<file path="config.mk">
export PLATFORM = sky130hd
export DESIGN_NAME = mem_arbiter_flat
export DESIGN_NICKNAME = d
export VERILOG_FILES = /design/src/rtl/mem_pkg.sv /design/src/rtl/mem_arbiter_if.sv /design/src/rtl/rr_arb2.sv /design/src/rtl/mem_arbiter.sv /design/src/flat_wrapper.sv
export SDC_FILE = /design/constraint.sdc
export NUM_CORES = 1
export LEC_CHECK = 0
export ABC_AREA = 1
export CAP_MARGIN = 10
export CORE_AREA = 4 4 335 337
export CTS_CLUSTER_DIAMETER = 40
export DETAILED_ROUTE_END_ITERATION = 16
export DIE_AREA = 0 0 339 341
export PLACE_DENSITY = 0.48
export SYNTH_ARGS = -nofsm -noshare
export SYNTH_HDL_FRONTEND = slang
export SYNTH_SLANG_ARGS = --single-unit
</file>
<file path="constraint.sdc">
create_clock -name clk -period 1.9 [get_ports clk]
set_clock_uncertainty 0.05 [all_clocks]
set_input_delay 0.285 -clock clk [delete_from_list [all_inputs] [get_ports clk]]
set_output_delay 0.285 -clock clk [all_outputs]
set_load 0.005 [all_outputs]
</file>
<file path="src/rtl/mem_pkg.sv">
// Shared types and widths for the memory line port and its arbiter.
package mem_pkg;

   localparam int LINE_W = 128;
   localparam int ADDR_W = 32;

   typedef enum logic [1:0] {IDLE, BUSY, RESP} arb_state_t;

   // Enum values double as bit positions in the rr_arb2 request vector
   typedef enum logic {ICACHE, DCACHE} req_id_t;

   typedef enum logic {READ, WRITE} mem_op_t;

endpackage

</file>
<file path="src/rtl/mem_arbiter_if.sv">
// Bundle of the icache, dcache and backing-memory line ports around mem_arbiter.
interface mem_arbiter_if;
   import mem_pkg::*;

   logic              in_ic_read_en;
   logic              in_ic_write_en;
   logic [ADDR_W-1:0] in_ic_addr;
   logic [LINE_W-1:0] in_ic_write_data;
   logic [LINE_W-1:0] out_ic_read_data;
   logic              out_ic_ready;

   logic              in_dc_read_en;
   logic              in_dc_write_en;
   logic [ADDR_W-1:0] in_dc_addr;
   logic [LINE_W-1:0] in_dc_write_data;
   logic [LINE_W-1:0] out_dc_read_data;
   logic              out_dc_ready;

   logic              out_mem_read_en;
   logic              out_mem_write_en;
   logic [ADDR_W-1:0] out_mem_addr;
   logic [LINE_W-1:0] out_mem_write_data;
   logic [LINE_W-1:0] in_mem_read_data;
   logic              in_mem_ready;

   logic              out_busy;

   // The arbiter is the slave; caches plus memory together form the master side
   modport slave (
      input  in_ic_read_en, in_ic_write_en, in_ic_addr, in_ic_write_data,
      output out_ic_read_data, out_ic_ready,
      input  in_dc_read_en, in_dc_write_en, in_dc_addr, in_dc_write_data,
      output out_dc_read_data, out_dc_ready,
      output out_mem_read_en, out_mem_write_en, out_mem_addr, out_mem_write_data,
      input  in_mem_read_data, in_mem_ready,
      output out_busy
   );

   modport master (
      output in_ic_read_en, in_ic_write_en, in_ic_addr, in_ic_write_data,
      input  out_ic_read_data, out_ic_ready,
      output in_dc_read_en, in_dc_write_en, in_dc_addr, in_dc_write_data,
      input  out_dc_read_data, out_dc_ready,
      input  out_mem_read_en, out_mem_write_en, out_mem_addr, out_mem_write_data,
      output in_mem_read_data, in_mem_ready,
      input  out_busy
   );

endinterface

</file>
<file path="src/rtl/rr_arb2.sv">
// Combinational two-way round-robin pick; on a tie the side that did not win last time wins.
module rr_arb2
   import mem_pkg::*;
(
   input  logic [1:0] req,
   input  req_id_t    last_grant,
   output logic       valid,
   output req_id_t    grant
);

   always_comb begin
      valid = |req;
      grant = ICACHE;
      if (&req) begin
         grant = (last_grant == ICACHE) ? DCACHE : ICACHE;
      end else if (req[DCACHE]) begin
         grant = DCACHE;
      end
   end

endmodule

</file>
<file path="src/rtl/mem_arbiter.sv">
// Serialises icache and dcache line requests onto the single memory port, one transaction at a time.
module mem_arbiter
   import mem_pkg::*;
(
   input  logic         clk,
   input  logic         reset,
   mem_arbiter_if.slave bus
);

   arb_state_t        state;
   req_id_t           owner;
   req_id_t           last_grant;
   mem_op_t           op;
   logic [ADDR_W-1:0] addr_q;
   logic [LINE_W-1:0] wdata_q;
   logic [LINE_W-1:0] ic_rdata_q;
   logic [LINE_W-1:0] dc_rdata_q;
   logic              ic_ready_q;
   logic              dc_ready_q;
   logic              busy_q;

   logic              ic_req;
   logic              dc_req;
   logic              pick_valid;
   req_id_t           pick;
   logic              pick_read;
   logic [ADDR_W-1:0] pick_addr;
   logic [LINE_W-1:0] pick_wdata;

   assign ic_req = bus.in_ic_read_en | bus.in_ic_write_en;
   assign dc_req = bus.in_dc_read_en | bus.in_dc_write_en;

   rr_arb2 u_rr_arb2 (
      .req        ({dc_req, ic_req}),
      .last_grant (last_grant),
      .valid      (pick_valid),
      .grant      (pick)
   );

   // A requester raising both enables is served as a read
   always_comb begin
      pick_read  = bus.in_ic_read_en;
      pick_addr  = bus.in_ic_addr;
      pick_wdata = bus.in_ic_write_data;
      if (pick == DCACHE) begin
         pick_read  = bus.in_dc_read_en;
         pick_addr  = bus.in_dc_addr;
         pick_wdata = bus.in_dc_write_data;
      end
   end

   always_ff @(posedge clk or negedge reset) begin
      if (!reset) begin
         state      <= IDLE;
         owner      <= ICACHE;
         last_grant <= DCACHE;
         op         <= READ;
         addr_q     <= '0;
         wdata_q    <= '0;
         ic_rdata_q <= '0;
         dc_rdata_q <= '0;
         ic_ready_q <= 1'b0;
         dc_ready_q <= 1'b0;
         busy_q     <= 1'b0;
      end else begin
         ic_ready_q <= 1'b0;
         dc_ready_q <= 1'b0;
         case (state)
            IDLE: begin
               if (pick_valid) begin
                  owner      <= pick;
                  last_grant <= pick;
                  op         <= pick_read ? READ : WRITE;
                  addr_q     <= pick_addr;
                  wdata_q    <= pick_wdata;
                  busy_q     <= 1'b1;
                  state      <= BUSY;
               end
            end
            BUSY: begin
               if (bus.in_mem_ready) begin
                  if (owner == ICACHE) begin
                     ic_ready_q <= 1'b1;
                     if (op == READ) ic_rdata_q <= bus.in_mem_read_data;
                  end else begin
                     dc_ready_q <= 1'b1;
                     if (op == READ) dc_rdata_q <= bus.in_mem_read_data;
                  end
                  state <= RESP;
               end
            end
            RESP: begin
               busy_q <= 1'b0;
               state  <= IDLE;
            end
            default: begin
               busy_q <= 1'b0;
               state  <= IDLE;
            end
         endcase
      end
   end

   // Enables drop in the ready cycle so memory never sees a restart
   assign bus.out_mem_read_en    = (state == BUSY) && (op == READ)  && !bus.in_mem_ready;
   assign bus.out_mem_write_en   = (state == BUSY) && (op == WRITE) && !bus.in_mem_ready;
   assign bus.out_mem_addr       = addr_q;
   assign bus.out_mem_write_data = wdata_q;
   assign bus.out_ic_read_data   = ic_rdata_q;
   assign bus.out_ic_ready       = ic_ready_q;
   assign bus.out_dc_read_data   = dc_rdata_q;
   assign bus.out_dc_ready       = dc_ready_q;
   assign bus.out_busy           = busy_q;

endmodule

</file>
<file path="src/flat_wrapper.sv">
// flat-port wrapper written by rule: the top's interface ports become plain ports
module mem_arbiter_flat import mem_pkg::*;
  (clk, reset, bus_in_ic_read_en, bus_in_ic_write_en, bus_in_ic_addr, bus_in_ic_write_data, bus_out_ic_read_data, bus_out_ic_ready, bus_in_dc_read_en, bus_in_dc_write_en, bus_in_dc_addr, bus_in_dc_write_data, bus_out_dc_read_data, bus_out_dc_ready, bus_out_mem_read_en, bus_out_mem_write_en, bus_out_mem_addr, bus_out_mem_write_data, bus_in_mem_read_data, bus_in_mem_ready, bus_out_busy);
  mem_arbiter_if bus_i ();
  input  logic clk;
  input  logic reset;
  input wire logic [$bits(bus_i.in_ic_read_en)-1:0] bus_in_ic_read_en;
  input wire logic [$bits(bus_i.in_ic_write_en)-1:0] bus_in_ic_write_en;
  input wire logic [$bits(bus_i.in_ic_addr)-1:0] bus_in_ic_addr;
  input wire logic [$bits(bus_i.in_ic_write_data)-1:0] bus_in_ic_write_data;
  output wire logic [$bits(bus_i.out_ic_read_data)-1:0] bus_out_ic_read_data;
  output wire logic [$bits(bus_i.out_ic_ready)-1:0] bus_out_ic_ready;
  input wire logic [$bits(bus_i.in_dc_read_en)-1:0] bus_in_dc_read_en;
  input wire logic [$bits(bus_i.in_dc_write_en)-1:0] bus_in_dc_write_en;
  input wire logic [$bits(bus_i.in_dc_addr)-1:0] bus_in_dc_addr;
  input wire logic [$bits(bus_i.in_dc_write_data)-1:0] bus_in_dc_write_data;
  output wire logic [$bits(bus_i.out_dc_read_data)-1:0] bus_out_dc_read_data;
  output wire logic [$bits(bus_i.out_dc_ready)-1:0] bus_out_dc_ready;
  output wire logic [$bits(bus_i.out_mem_read_en)-1:0] bus_out_mem_read_en;
  output wire logic [$bits(bus_i.out_mem_write_en)-1:0] bus_out_mem_write_en;
  output wire logic [$bits(bus_i.out_mem_addr)-1:0] bus_out_mem_addr;
  output wire logic [$bits(bus_i.out_mem_write_data)-1:0] bus_out_mem_write_data;
  input wire logic [$bits(bus_i.in_mem_read_data)-1:0] bus_in_mem_read_data;
  input wire logic [$bits(bus_i.in_mem_ready)-1:0] bus_in_mem_ready;
  output wire logic [$bits(bus_i.out_busy)-1:0] bus_out_busy;
  assign bus_i.in_ic_read_en = bus_in_ic_read_en;
  assign bus_i.in_ic_write_en = bus_in_ic_write_en;
  assign bus_i.in_ic_addr = bus_in_ic_addr;
  assign bus_i.in_ic_write_data = bus_in_ic_write_data;
  assign bus_out_ic_read_data = bus_i.out_ic_read_data;
  assign bus_out_ic_ready = bus_i.out_ic_ready;
  assign bus_i.in_dc_read_en = bus_in_dc_read_en;
  assign bus_i.in_dc_write_en = bus_in_dc_write_en;
  assign bus_i.in_dc_addr = bus_in_dc_addr;
  assign bus_i.in_dc_write_data = bus_in_dc_write_data;
  assign bus_out_dc_read_data = bus_i.out_dc_read_data;
  assign bus_out_dc_ready = bus_i.out_dc_ready;
  assign bus_out_mem_read_en = bus_i.out_mem_read_en;
  assign bus_out_mem_write_en = bus_i.out_mem_write_en;
  assign bus_out_mem_addr = bus_i.out_mem_addr;
  assign bus_out_mem_write_data = bus_i.out_mem_write_data;
  assign bus_i.in_mem_read_data = bus_in_mem_read_data;
  assign bus_i.in_mem_ready = bus_in_mem_ready;
  assign bus_out_busy = bus_i.out_busy;
  mem_arbiter u_core (.clk(clk), .reset(reset), .bus(bus_i));
endmodule
</file>
==> results.md, run 1 <==
- Final TNS setup: 0 ps
- Average footprint of a synthesized cell: 7.939 sq um
- Worst Max-Slew Pin Slew: 410.8 ps
- Clk root buf: sky130_fd_sc_hd__clkbuf_16
- Reg2reg start: u_core.state[1]
- Number of nets with antenna violations after detailed routing: 0
- Synthesized-area fraction occupied by and/or/nand/nor cells: 23.89%
- Net count reported at finish: 3766
- Post-route DRC: 0
- Wire length reported by the detailed router: 86470 um
- CP required: 1560 ps
- Crit share post-route: 96.43%
- Number of cells in the finished layout apart from fillers: 4803
- Clock-pin slew on the worst setup and hold paths: 50 ps
- Number of different library cells in the post-synthesis netlist: 18
- CP arrival: 1500 ps
- Number of antenna violations at the first check in global routing: 17
- Remaining global-route overflow: 0
- Power per cell area: 1565 nW/um^2
- Via count of the first global-routing pass: 19037
- Cell-by-cell listing of the critical path: clkdlybuf4s50_1
- Final Max Tran Viols: 0
- Largest fanout of any net on the critical path: 2
- Most frequent cells in the layout: sky130_fd_sc_hd__nand2_1 (745), sky130_fd_sc_hd__clkdlybuf4s50_1 (500), sky130_fd_sc_hd__inv_1 (454), sky130_fd_sc_hd__dfrtp_1 (417), sky130_fd_sc_hd__dlygate4sd2_1 (340)
- Worst-Skew Late Latency: 630 ps
- Mux share of post-synthesis cell area: 0%
- Number of buffer and inverter instances along the worst setup path: 1
- Count of port buffers added during placement: 875
- Upper clock frequency limit: 545.8 MHz
- Post-synthesis compound-gate area fraction: 6.912%
- Count of state elements after synthesis: 424
- DRT iter0 DRCs: 981
- Warning count from the yosys run: 0
- Area enclosed by the die boundary: 115600 sq um
- Worst vdd rail ir drop: 0.7995 mV
- Crit-path max cell delay: 510 ps
- Number of primary I/O pins: 876
- Final RePlAce weighted congestion: 0.8905
- Type of the most critical hold path: in2async
- Adder-cell share of the synthesized area: 0%
- Detailed placement HPWL: 67440 um
- Detail-routed net length per standard cell: 18.00 um
- Reg2reg end: u_core.bus.out_mem_write_data[10]
- Main area contributors after synthesis: sky130_fd_sc_hd__dfrtp_1 (56%), sky130_fd_sc_hd__nand2_1 (15%), sky130_fd_sc_hd__inv_1 (9.1%)
- Area Growth Syn to Fin: 75.59%
- TritonCTS buffer count: 90
- Slowest stage cell, crit path: sky130_fd_sc_hd__clkdlybuf4s50_1
- Setup violations, final: 0
- Htree depth: 3
- Kind of start point of the critical path: register
- TritonCTS sink count: 424
- Synth area leader: sky130_fd_sc_hd__dfrtp_1
- Width of the die: 339 um
- First-pass GRT wire length: 126700 um
- Vertical extent of the die: 341 um
- Register-to-register path setup slack: 140 ps
- Number of endpoints with negative hold slack in the final report: 0
- Number of core rows: 121
- Post-Syn Instances: 2362
- WS Path Type: reg2out
- Number of stages on the worst setup path: 1
- Setup repair after global routing missed its margin: no
- Main combinational cell family by area after synthesis: simple AND/OR/NAND/NOR gates
- Number of vias after detailed routing: 18370
- Fraction of layout cells with a size suffix above 1: 8.639%
- Final total power: 51.54 mW
- Area of the core region: 108900 sq um
- Vias per cell: 3.825
- TritonCTS clock tree: yes
- Initial core utilization: 17.23%
- Final Hold Slack: 88.74 ps
- Tightest slew margin relative to the limit: 72.62%
- Post-synthesis share of cell area spent on xor and xnor gates: 0%
- LEAKAGE: 17.69 nW
- Endpoint kind of the worst setup timing path: primary output
- Max Cap Viol: 0
- Post-synth net total: 2817
- Status: complete, no violations
- Number of instances in the placed design: 4621
- Cell type group with the largest total delay on the critical path: buffers and inverters
- Top cell type's share of synthesized area: 56.45%
- Reg2reg path depth: 7
- Drt pass-1 iters: 5
- Post-layout util: 30.25%
- Share of the yosys chip area belonging to registers: 56.59%
- Most common library cell in the layout ignoring fill and taps: sky130_fd_sc_hd__nand2_1
- Launching instance or port of the critical path: u_core.bus.out_mem_write_data[116]
- Global-route usage over all layers: 14.50%
- Tmin final: 1832 ps
- Synthesized area: 18750 sq um
- End point of the critical path: bus_out_mem_write_data[116]
- Maximum number of pins on one net before global-route repair: 60
- CTS Buffer Depth: 3
-- area by class of cell --
cell class | instances | area [sq um]
inverter | 456 | 1719
sequential | 424 | 10620
multi-input combinational | 1339 | 5822
tap | 1414 | 1769
timing repair buffer | 1000 | 9787
clock buffer | 116 | 2490
clock inverter | 45 | 700.7
antenna | 9 | 22.52
fill | 11758 | 75920
-- flip-flops by register name (all words and copies together) (netlist names) --
name and cells:
u_core.bus.out_busy 1, u_core.bus.out_dc_read_data 128, u_core.bus.out_dc_ready 1, u_core.bus.out_ic_read_data 128
u_core.bus.out_ic_ready 1, u_core.bus.out_mem_addr 32, u_core.bus.out_mem_write_data 128, u_core.last_grant 1
u_core.op 1, u_core.owner 1, u_core.state 2
-- logic make-up after synthesis --
kind of cell,Yosys count
buffers and inverters,599
AND/OR/NAND/NOR,1080
AO/OA/AOI/OAI,259
flip-flops,424
-- where the power goes --
part	switching, mW	leakage [nW]	internal [mW]	total (mW)
registers	2.46	5.26	13.4	15.8
logic	10.1	10.9	9.13	19.2
clock network	5.40	1.55	11.1	16.5
total	17.9	17.7	33.6	51.5
-- layer usage --
metal / vias up / part of all wire (%) / track usage, %
met5: - / 0.031 / 0
met4: 4 / 3.7 / 6.267
met3: 157 / 7.4 / 4.503
met2: 608 / 49 / 24.63
met1: 8476 / 39 / 16.86
li1: 9125 / - / -
-- worst min-delay path by stage --
stage,cells after the start,slack [ps],endpoint
2_1_floorplan,0,-60,u_core.bus.out_busy
3_5_place_dp,1,140,u_core.bus.out_dc_read_data[65]
4_1_cts,2,30,u_core.bus.out_ic_read_data[71]
3_3_place_gp,1,130,u_core.bus.out_dc_read_data[65]
5_1_grt,2,50,u_core.bus.out_ic_read_data[71]
6_report,2,90,u_core.bus.out_ic_read_data[71]
-- synth_stat cells --
cell	count
sky130_fd_sc_hd__clkbuf_1	44
sky130_fd_sc_hd__o21ai_0	242
sky130_fd_sc_hd__dfstp_2	1
sky130_fd_sc_hd__inv_2	2
sky130_fd_sc_hd__buf_4	1
sky130_fd_sc_hd__buf_1	12
sky130_fd_sc_hd__nand4_1	2
sky130_fd_sc_hd__nand2_2	1
sky130_fd_sc_hd__o21ai_1	17
sky130_fd_sc_hd__nor2_4	1
sky130_fd_sc_hd__nand2_1	747
sky130_fd_sc_hd__dfrtp_1	423
sky130_fd_sc_hd__nand3_1	321
sky130_fd_sc_hd__buf_2	85
sky130_fd_sc_hd__inv_1	454
sky130_fd_sc_hd__nor2_1	7
sky130_fd_sc_hd__nand4_2	1
sky130_fd_sc_hd__buf_6	1
-- metrics by stage --
step	setup slack [ps]	area, sq um
after floorplan	476.1	18750
after global placement	-303.5	29970
after detailed placement	-278.8	29970
after CTS	0.01632	32800
after global routing	0.5815	32930
final	67.87	32930
-- what timing repair did --
action / CTS / global route
setup endpoints to repair: 343 / 36
endpoints found under the hold margin: 316 / 0
pin swaps: 1 / 1
setup buffers: 8 / 3
hold buffers: 1 / 0
gates resized for setup: 354 / 34
(Power assumes the default switching activity.)
==> run 2, diff against run 1 <==
Settings changed: CORE_AREA 4 4 335 337 to 4 4 343 345, DIE_AREA 0 0 339 341 to 0 0 347 349, PLACE_DENSITY 0.48 to 0.47, SLEW_MARGIN set to 10.
Clock period 1.9 ns to 2.23 ns, I/O delays scaled along.
==> run 2 against run 1 <==
  * Hold slack gained 49 ps
  * Final cell count grew 1.9%
  * Non-clock buffer count shrank 17
  * Cell area grew 1.7%
  * Critical endpoint is now bus_out_mem_write_en
==> results.md, run 2 (synthesis gave the netlist of run 1 again) <==
- Final RePlAce weighted congestion: 0.8633 (-3.1%)
- Number of endpoints with negative hold slack in the final report: 0 (unchanged)
- Area enclosed by the die boundary: 121100 sq um (+4.8%)
- Kind of start point of the critical path: register
- Area of the core region: 114200 sq um (+4.9%)
- Number of vias after detailed routing: 18532 (+0.88%)
- Met3 wire length: 6771 um (+5.2%)
- Area Growth Syn to Fin: 78.58%
- Topmost layer with routed signal wires: met5
- Number of core rows: 124 (+2.5%)
- Final TNS setup: 0 ps (unchanged)
- Status: complete, no violations
- Post-CTS setup-driven buffer insertion count: 0 (-8)
- Net count reported at finish: 3753 (-0.35%)
- Wire length reported by the detailed router: 88670 um (+2.5%)
- Vertical extent of the die: 349 um (+2.3%)
- DRT iter0 DRCs: 981 (unchanged)
- Number of antenna violations at the first check in global routing: 7 (-10)
- Final Max Tran Viols: 0 (unchanged)
- Via count of the first global-routing pass: 19324 (+1.5%)
- Count of port buffers added during placement: 875 (unchanged)
- Largest fanout of any net on the critical path: 4 (+2)
- Htree depth: 3 (unchanged)
- Worst-Skew Late Latency: 610 ps (-20 ps)
- First-pass GRT wire length: 128600 um (+1.5%)
- Number of primary I/O pins: 876 (unchanged)
- CTS Buffer Depth: 3 (unchanged)
- Tightest slew margin relative to the limit: 68.48% (-4.1 points)
- Number of nets with antenna violations after detailed routing: 0 (unchanged)
- Most common library cell in the layout ignoring fill and taps: sky130_fd_sc_hd__clkdlybuf4s50_1
- Crit-path max cell delay: 410 ps (-100 ps)
- Setup violations, final: 0 (unchanged)
- Post-detailed-placement cell area: 30060 sq um (+0.31%)
- DR WL met2: 44400 um (+4.0%)
- Final total power: 47.02 mW (-8.8%)
- Drt pass-1 iters: 5 (unchanged)
- Detailed-route wire length on metal 1: 34500 um (+1.2%)
- TritonCTS buffer count: 94 (+4.4%)
- CP arrival: 1690 ps (+190 ps)
- Fraction of layout cells with a size suffix above 1: 8.321% (-0.32 points)
- Setup repair after global routing missed its margin: no
- Global-route usage over all layers: 14.08% (-0.42 points)
- Post-route DRC: 0 (unchanged)
- Area of all placed cells without fillers: 33490 sq um (+1.7%)
- Final Hold Slack: 137.8 ps (+49.05 ps)
- Crit share post-route: 92.88%
- Detail-routed net length per standard cell: 18.11 um (+0.62%)
- Slowest stage cell, crit path: sky130_fd_sc_hd__dfrtp_1
- Power per cell area: 1404 nW/um^2 (-10%)
- Worst vdd rail ir drop: 0.7391 mV (-7.6%)
- Fill cell instance count of the final layout: 12255 (+4.2%)
- Worst Max-Slew Pin Slew: 472.7 ps (+61.97 ps)
- Type of the most critical hold path: in2async
- Maximum number of pins on one net before global-route repair: 75 (+25%)
- Upper clock frequency limit: 482.8 MHz
- TritonCTS sink count: 424 (unchanged)
- Width of the die: 347 um (+2.4%)
- CP required: 1850 ps (+290 ps)
- Initial core utilization: 16.42% (-0.81 points)
- Most frequent cells in the layout: sky130_fd_sc_hd__clkdlybuf4s50_1 (872), sky130_fd_sc_hd__nand2_1 (746), sky130_fd_sc_hd__inv_1 (454), sky130_fd_sc_hd__dfrtp_1 (423), sky130_fd_sc_hd__nand3_1 (321)
- Remaining global-route overflow: 0 (unchanged)
- Clock-pin slew on the worst setup and hold paths: 50 ps (about the same)
- Clk root buf: sky130_fd_sc_hd__clkbuf_16
- Vias per cell: 3.786 (-1.0%)
- Endpoint kind of the worst setup timing path: primary output
- LEAKAGE: 16.50 nW (-6.7%)
- Max Cap Viol: 0 (unchanged)
- Cell-by-cell listing of the critical path: nor2_4 > nand2_1 > nor2_1 > clkdlybuf4s15_1
- Tmin final: 2071 ps
- Detailed placement HPWL: 68950 um (+2.2%)
- TritonCTS clock tree: yes
- WS Path Type: reg2out
-- run 2: changes by cell type in the layout (fill, tap and decap cells not counted), sizes merged --
cell           previous run  this run
clkbuf                  116       126
clkinv                   16        20
dlygate4sd2             340         0
clkdlybuf4s50           500       872
diode                     9         6
bufinv                   14        15
clkdlybuf4s15             0         1
clkinvlp                  6         9
inv                     465       462
dlymetal6s2s             32         0
buf                     127       108
-- run 2: where the power goes --
part | switching (mW) | internal (mW)
clock network | 4.69 | 10.2
logic | 8.67 | 9.91
registers | 2.16 | 11.4
total | 15.5 | 31.5
-- run 2: stage by stage --
step | setup slack, ps | cells | utilization (%)
floorplan | 806.1 | 2362 | -
global placement | -63.00 | 4713 | 26.32
detailed placement | -60.73 | 4713 | 26.32
CTS | 17.94 | 4889 | 29.32
global route | 3.574 | 4893 | 29.32
finish | 158.8 | 4895 | 29.33
-- run 2: per-layer routing --
layer / up-vias / global-route usage, %
met5: - / 0
met4: 2 / 5.595
met3: 144 / 4.654
met2: 644 / 24.55
met1: 8651 / 15.88
li1: 9091 / -
-- run 2: layout make-up --
| class | count | area, sq um | area share (%) |
|---|---|---|---|
| Multi-Input combinational cell | 1339 | 5817 | 17.37 |
| Clock buffer | 125 | 2703 | 8.070 |
| Sequential cell | 424 | 10610 | 31.69 |
| Inverter | 456 | 1722 | 5.141 |
| Timing Repair Buffer | 983 | 10020 | 29.93 |
| Clock inverter | 50 | 706.9 | 2.111 |
| Tap cell | 1512 | 1892 | 5.649 |
| Antenna cell | 6 | 15.01 | 0.04483 |
-- run 2: repair_timing --
action / CTS / global route
endpoints found under the hold margin: 219 / 0
resized for setup: 2 / 3
hold buffers: 1 / 0
endpoints found under the setup margin: 2 / 2
-- run 2: final timing paths --
path                                                     from                                  to  slack, ps  cells after the start
max                                           u_core.state[1]                bus_out_mem_write_en        160                      4
min                                                     reset    u_core.bus.out_ic_read_data[112]        140                      2
max reg2reg                                 u_core.last_grant   u_core.bus.out_mem_write_data[38]        500                      7
min reg2reg                u_core.bus.out_mem_write_data[107]  u_core.bus.out_mem_write_data[107]        420                      2
max in group asynchronous                               reset   u_core.bus.out_mem_write_data[39]       1120                      3
min in group clk                     bus_in_mem_read_data[91]     u_core.bus.out_ic_read_data[91]        220                      3
-- run 2: critical path, delay by kind of cell (launching register included) --
family / cells / cell delay (ps)
AND/OR/NAND/NOR: 3 / 400
flip-flops: 1 / 410
buffers and inverters: 1 / 260
